$ cat config.mk
export PLATFORM = sky130hd
export DESIGN_NAME = turn_scheduler_flat
export DESIGN_NICKNAME = d
export VERILOG_FILES = /design/src/rtl/turn_scheduler_if.sv /design/src/rtl/turn_scheduler.sv /design/src/flat_wrapper.sv
export SDC_FILE = /design/constraint.sdc
export NUM_CORES = 1
export LEC_CHECK = 0
export CAP_MARGIN = 5
export CORE_MARGIN = 2
export CORE_UTILIZATION = 55
export CTS_BUF_LIST = sky130_fd_sc_hd__clkbuf_8 sky130_fd_sc_hd__clkbuf_16
export DETAILED_ROUTE_END_ITERATION = 8
export HOLD_SLACK_MARGIN = 0.03
export MAX_ROUTING_LAYER = met4
export PLACE_DENSITY = 0.84
export SLEW_MARGIN = 25
export SYNTH_ARGS = -nofsm -noshare
export SYNTH_HDL_FRONTEND = slang
export SYNTH_SLANG_ARGS = --single-unit
$ cat constraint.sdc
create_clock -name frame_clk -period 4.25 [get_ports frame_clk]
set_input_delay 0.6375 -clock frame_clk [delete_from_list [all_inputs] [get_ports frame_clk]]
set_output_delay 0.6375 -clock frame_clk [all_outputs]
set_load 0.005 [all_outputs]
$ cat src/rtl/turn_scheduler_if.sv
// rtl/turn_scheduler_if.sv - keyboard, player and status signals of the turn scheduler
interface turn_scheduler_if;
    logic [7:0]  keycode;
    logic        exploded0;
    logic        exploded1;
    logic        alive0;
    logic        alive1;
    logic [7:0]  key0;
    logic [7:0]  key1;
    logic        active_player;
    logic [2:0]  state;
    logic [11:0] time_left;
    logic [1:0]  winner;
    logic        game_over;

    modport master (
        output keycode, exploded0, exploded1, alive0, alive1,
        input  key0, key1, active_player, state, time_left, winner, game_over
    );

    modport slave (
        input  keycode, exploded0, exploded1, alive0, alive1,
        output key0, key1, active_player, state, time_left, winner, game_over
    );
endinterface

$ cat src/rtl/turn_scheduler.sv
// rtl/turn_scheduler.sv - two-player turn sequencer with keycode routing and game result
module turn_scheduler #(
    parameter int TURN_FRAMES    = 1800,
    parameter int LAUNCH_HOLD    = 20,
    parameter int FLIGHT_TIMEOUT = 600,
    parameter int SETTLE_FRAMES  = 60
) (
    input  logic             frame_clk,
    input  logic             reset,
    turn_scheduler_if.slave  bus
);
    typedef enum logic [2:0] {
        S_IDLE     = 3'd0,
        S_AIM      = 3'd1,
        S_LAUNCH   = 3'd2,
        S_FLIGHT   = 3'd3,
        S_SETTLE   = 3'd4,
        S_GAMEOVER = 3'd5
    } state_t;

    localparam logic [7:0]  KEY_ENTER   = 8'h28;
    localparam logic [7:0]  KEY_LAUNCH  = 8'h16;
    localparam logic [11:0] TURN_INIT   = 12'(TURN_FRAMES);
    localparam logic [11:0] LAUNCH_LAST = 12'(LAUNCH_HOLD - 1);
    localparam logic [11:0] FLIGHT_LAST = 12'(FLIGHT_TIMEOUT - 1);
    localparam logic [11:0] SETTLE_LAST = 12'(SETTLE_FRAMES - 1);

    state_t      state_q, state_d;
    logic [11:0] phase_q, phase_d;
    logic [11:0] time_q, time_d;
    logic        ap_q, ap_d;
    logic [1:0]  win_q, win_d;
    logic        go_q, go_d;
    logic [7:0]  k0_q, k0_d;
    logic [7:0]  k1_q, k1_d;
    logic        exp0_q, exp0_d;
    logic        exp1_q, exp1_d;
    logic        boom;
    logic [7:0]  key_act;

    // Next-state, turn bookkeeping and the key the active player sees next frame
    always_comb begin
        state_d = state_q;
        time_d  = time_q;
        ap_d    = ap_q;
        win_d   = win_q;
        key_act = 8'h00;
        exp0_d  = bus.exploded0;
        exp1_d  = bus.exploded1;
        // Only the active player's bomb can end a shot, and only on its rising edge
        boom    = ap_q ? (bus.exploded1 & ~exp1_q) : (bus.exploded0 & ~exp0_q);

        case (state_q)
            S_IDLE: begin
                if (bus.keycode == KEY_ENTER) begin
                    state_d = S_AIM;
                    ap_d    = 1'b0;
                    time_d  = TURN_INIT;
                end
            end
            S_AIM: begin
                // A launch on the final frame still beats the forfeit
                if (bus.keycode == KEY_LAUNCH) begin
                    state_d = S_LAUNCH;
                    key_act = KEY_LAUNCH;
                end else if (time_q == 12'd0) begin
                    state_d = S_SETTLE;
                end else begin
                    time_d  = time_q - 12'd1;
                    key_act = bus.keycode;
                end
            end
            S_LAUNCH: begin
                // Hold the launch key long enough for the player's aim counter to fire
                if (boom) begin
                    state_d = S_SETTLE;
                end else if (phase_q == LAUNCH_LAST) begin
                    state_d = S_FLIGHT;
                end else begin
                    key_act = KEY_LAUNCH;
                end
            end
            S_FLIGHT: begin
                if (boom || (phase_q == FLIGHT_LAST)) begin
                    state_d = S_SETTLE;
                end
            end
            S_SETTLE: begin
                if (phase_q == SETTLE_LAST) begin
                    case ({bus.alive0, bus.alive1})
                        2'b11: begin
                            state_d = S_AIM;
                            ap_d    = ~ap_q;
                            time_d  = TURN_INIT;
                        end
                        2'b01: begin
                            state_d = S_GAMEOVER;
                            win_d   = 2'b10;
                        end
                        2'b10: begin
                            state_d = S_GAMEOVER;
                            win_d   = 2'b01;
                        end
                        default: begin
                            state_d = S_GAMEOVER;
                            win_d   = 2'b11;
                        end
                    endcase
                end
            end
            S_GAMEOVER: begin
                if (bus.keycode == KEY_ENTER) begin
                    state_d = S_IDLE;
                    win_d   = 2'b00;
                    ap_d    = 1'b0;
                end
            end
            default: begin
                state_d = S_IDLE;
            end
        endcase

        phase_d = (state_d != state_q) ? 12'd0 : phase_q + 12'd1;
        go_d    = (state_d == S_GAMEOVER);
        k0_d    = ap_q ? 8'h00 : key_act;
        k1_d    = ap_q ? key_act : 8'h00;
    end

    // State and output registers, cleared immediately by reset
    always_ff @(posedge frame_clk or posedge reset) begin
        if (reset) begin
            state_q <= S_IDLE;
            phase_q <= 12'd0;
            time_q  <= 12'd0;
            ap_q    <= 1'b0;
            win_q   <= 2'b00;
            go_q    <= 1'b0;
            k0_q    <= 8'h00;
            k1_q    <= 8'h00;
            exp0_q  <= 1'b0;
            exp1_q  <= 1'b0;
        end else begin
            state_q <= state_d;
            phase_q <= phase_d;
            time_q  <= time_d;
            ap_q    <= ap_d;
            win_q   <= win_d;
            go_q    <= go_d;
            k0_q    <= k0_d;
            k1_q    <= k1_d;
            exp0_q  <= exp0_d;
            exp1_q  <= exp1_d;
        end
    end

    assign bus.state         = state_q;
    assign bus.time_left     = time_q;
    assign bus.active_player = ap_q;
    assign bus.winner        = win_q;
    assign bus.game_over     = go_q;
    assign bus.key0          = k0_q;
    assign bus.key1          = k1_q;
endmodule

$ cat src/flat_wrapper.sv
// flat-port wrapper written by rule: the top's interface ports become plain ports
module turn_scheduler_flat 
#(
    parameter int TURN_FRAMES    = 1800,
    parameter int LAUNCH_HOLD    = 20,
    parameter int FLIGHT_TIMEOUT = 600,
    parameter int SETTLE_FRAMES  = 60
)
  (frame_clk, reset, bus_keycode, bus_exploded0, bus_exploded1, bus_alive0, bus_alive1, bus_key0, bus_key1, bus_active_player, bus_state, bus_time_left, bus_winner, bus_game_over);
  turn_scheduler_if bus_i ();
  input  logic frame_clk;
  input  logic reset;
  input wire logic [$bits(bus_i.keycode)-1:0] bus_keycode;
  input wire logic [$bits(bus_i.exploded0)-1:0] bus_exploded0;
  input wire logic [$bits(bus_i.exploded1)-1:0] bus_exploded1;
  input wire logic [$bits(bus_i.alive0)-1:0] bus_alive0;
  input wire logic [$bits(bus_i.alive1)-1:0] bus_alive1;
  output wire logic [$bits(bus_i.key0)-1:0] bus_key0;
  output wire logic [$bits(bus_i.key1)-1:0] bus_key1;
  output wire logic [$bits(bus_i.active_player)-1:0] bus_active_player;
  output wire logic [$bits(bus_i.state)-1:0] bus_state;
  output wire logic [$bits(bus_i.time_left)-1:0] bus_time_left;
  output wire logic [$bits(bus_i.winner)-1:0] bus_winner;
  output wire logic [$bits(bus_i.game_over)-1:0] bus_game_over;
  assign bus_i.keycode = bus_keycode;
  assign bus_i.exploded0 = bus_exploded0;
  assign bus_i.exploded1 = bus_exploded1;
  assign bus_i.alive0 = bus_alive0;
  assign bus_i.alive1 = bus_alive1;
  assign bus_key0 = bus_i.key0;
  assign bus_key1 = bus_i.key1;
  assign bus_active_player = bus_i.active_player;
  assign bus_state = bus_i.state;
  assign bus_time_left = bus_i.time_left;
  assign bus_winner = bus_i.winner;
  assign bus_game_over = bus_i.game_over;
  turn_scheduler #(.TURN_FRAMES(TURN_FRAMES), .LAUNCH_HOLD(LAUNCH_HOLD), .FLIGHT_TIMEOUT(FLIGHT_TIMEOUT), .SETTLE_FRAMES(SETTLE_FRAMES)) u_core (.frame_clk(frame_clk), .reset(reset), .bus(bus_i));
endmodule
==> results.cfg <==
[finish]
multiInputGateArea_um2 = 1140
diodes = 0
seq_area_um2 = 1230
fillers = 360
finish.net_count = 320
syn2layout_area_growth_pct = 24.3
instances_no_fill = 355
drive_above_1_share_pct = 6.60
design_area_um2 = 3050

[power]
finalPower_mw = 1.72
powerDensity_nw_per_um2 = 563
irDropWorstVdd_mv = 0.299
p_leak_nw = 1.31

[synthesis]
synth_warnings = 0
async_flop_share_pct = 100
syn_area_per_cell_um2 = 9.51
mappedNetlistArea_um2 = 2450
synth_area_leaders = dfrtp_1 50%, nor3_1 5.1%, nand2_1 4.3%
syn-num-nets = 274
yosysTopAreaCell = dfrtp_1
ys_seq_area_share_pct = 50.0
synth.most_common_cell = dfrtp_1
syn_inst = 258
synth_common_cells = 49 x dfrtp_1, 28 x nand2_1, 25 x nor3_1, 13 x nor2_1, 11 x o21ai_0
synth_ff_type = dfrtp_1
synth_top_cell_area_share_pct = 50.0
yosysUniqueCellTypes = 49
synth_edf_count = 0
ys_ff_latch = 49

[floorplanning]
die_area_um2 = 5010
start_util_pct = 56.7
chipWidth_um = 70.8
ios = 49
die_y_um = 70.8
core_area_um2 = 4320
rows = 24

[clock_tree]
root_buffer = clkbuf_8
cts_hold_buffers = 0
cts_tree = yes
cts_resized = 0
clk_pin_slew_ns = 0.08
numCtsBuffers = 5
clk_latency_ns = 0.30
cts_sinks = 49
post_cts_buffers = 0
clk_path_buf_depth = 2
htree_levels = 2

[drt]
drtIter0Drc = 146
firstDrtPassIters = 4
route.detailed.drc = 0
post_drt_via_cell_ratio = 5.89
wl_um = 5260
num_vias = 2090
route.antenna.remaining_nets = 0
wl_per_cell_um = 14.8

[sta]
relSlewSlack_pct = 39.9
finalSetupTns_ns = 0
fin_worst_skew_ns = 0.00687
fmax_ghz = 0.331
worstMarginPinSlew_ns = 0.896
finalSetupViolations = 0
maxSlewViolCount = 0
fin_crit_sh_pct = 71.0
grt_setup_unrepaired = no
period_needed_ns = 3.02
whs_ns = 0.486
hold_violations = 0

[critical_path]
crit_arrival_ns = 3.21
crit_type = input port to register
crit_fanout = 12
cp.required_ns = 4.44
rr_worst_depth = 8
r2r-start = u_core.bus.time_left[0]$_DFFE_PP0P_
critPathLaunchType = input port
r2r_slack_ns = 1.24
r2r-end = u_core.phase_q[0]$_DFF_PP0_
worstSetupEndpointType = register

[min_path]
hold_path_end = u_core.bus.winner[1]$_DFFE_PP0P_
holdPathStages = 2
hp-class = register to register
worstHoldStart = u_core.bus.winner[1]$_DFFE_PP0P_

[global_routing]
grt_pass1_vias = 1885
grt_overflow = 0
antenna_found_initial = 0
grt_usage_pct = 22.4
grt_max_degree = 50
grt_first_pass_wirelength_um = 8710

[placement]
place_hpwl_um = 3820
portBuffers = 48
dpl.cell_count = 349
gp_congestion = 0.980
post_dp_cell_area_um2 = 2970

[outcome]
status = completed

[flow_run]
cap_violations = 0
routing by layer:
metal | global-route usage, % | part of all wire, % | wire length (um) | up-vias
li1 | - | - | - | 1010
met1 | 28.7 | 44 | 2310 | 1001
met2 | 35.9 | 48 | 2540 | 70
met3 | 5.27 | 6.4 | 338 | 9
met4 | 6.08 | 1.4 | 72 | 0
met5 | - | 0 | 0 | -
sequential cells by signal, indices dropped and copies added, names as in the netlist:
register                  flops
u_core.bus.time_left         12
u_core.bus.active_player      1
u_core.bus.key0               8
u_core.phase_q               12
u_core.bus.key1               8
u_core.bus.winner             2
u_core.exp1_q                 1
u_core.exp0_q                 1
u_core.bus.state              3
u_core.bus.game_over          1
cells by family (layout without fill, tap and decap cells):
family	count (synthesis)	count (layout)	synth area share (%)
simple gates	130	130	29.5
flops	49	49	50.0
compound gates	41	41	10.9
buf+inv	22	67	3.47
xor+xnor	12	12	4.28
fa+ha+maj	3	3	1.43
mux	1	1	0.459
area by class of cell:
cell class / instances / area share (%)
Multi-Input combinational cell: 187 / 37.5
Timing Repair Buffer: 51 / 16.5
Inverter: 10 / 1.27
Sequential cell: 49 / 40.2
Clock inverter: 1 / 0.164
Tap cell: 52 / 2.13
Clock buffer: 5 / 2.26
placed cells by master (no fill, tap or decap), types with 8 or more instances in the layout:
cell and n:
clkdlybuf4s50_1 48, nand2_1 28, nor2_1 13, and3_1 9
dfrtp_1 49, a31oi_1 8, o21ai_0 11, xnor2_1 10
nand3_1 9, nor3_1 25, inv_1 9
per-stage QoR:
stage               worst slack [ns]  util, %
floorplan                       1.66        -
global placement                1.04     68.8
detailed placement             0.908     68.8
CTS                             1.21     70.5
global route                   0.905     70.5
finish                          1.23     70.5
where the power goes:
part	internal [mW]	leakage, nW	switching [mW]
clock network	0.108	0.0399	0.139
registers	0.574	0.639	0.122
logic	0.379	0.626	0.393
critical path, cell delays in order:
cell and delay, ns:
clkdlybuf4s50_1 0.45, or3_1 0.42, nor4_1 0.32, nor4_1 0.10, nor4_1 0.53, xnor2_1 0.39, nor4b_1 0.36
worst max path at each step:
stage                     slack, ns                                start                            to  cells after the start
after floorplan                1.66                       bus_keycode[0]  u_core.phase_q[10]$_DFF_PP0_                      7
after global placement         1.04                       bus_keycode[0]   u_core.phase_q[0]$_DFF_PP0_                      7
after detailed placement       0.91                       bus_keycode[0]   u_core.phase_q[0]$_DFF_PP0_                      7
after CTS                      1.21  u_core.bus.time_left[0]$_DFFE_PP0P_   u_core.phase_q[0]$_DFF_PP0_                      8
after global routing           0.90  u_core.bus.time_left[0]$_DFFE_PP0P_   u_core.phase_q[0]$_DFF_PP0_                      8
final                          1.23                       bus_keycode[0]   u_core.phase_q[0]$_DFF_PP0_                      7
Power figures use the tool's default switching activity.
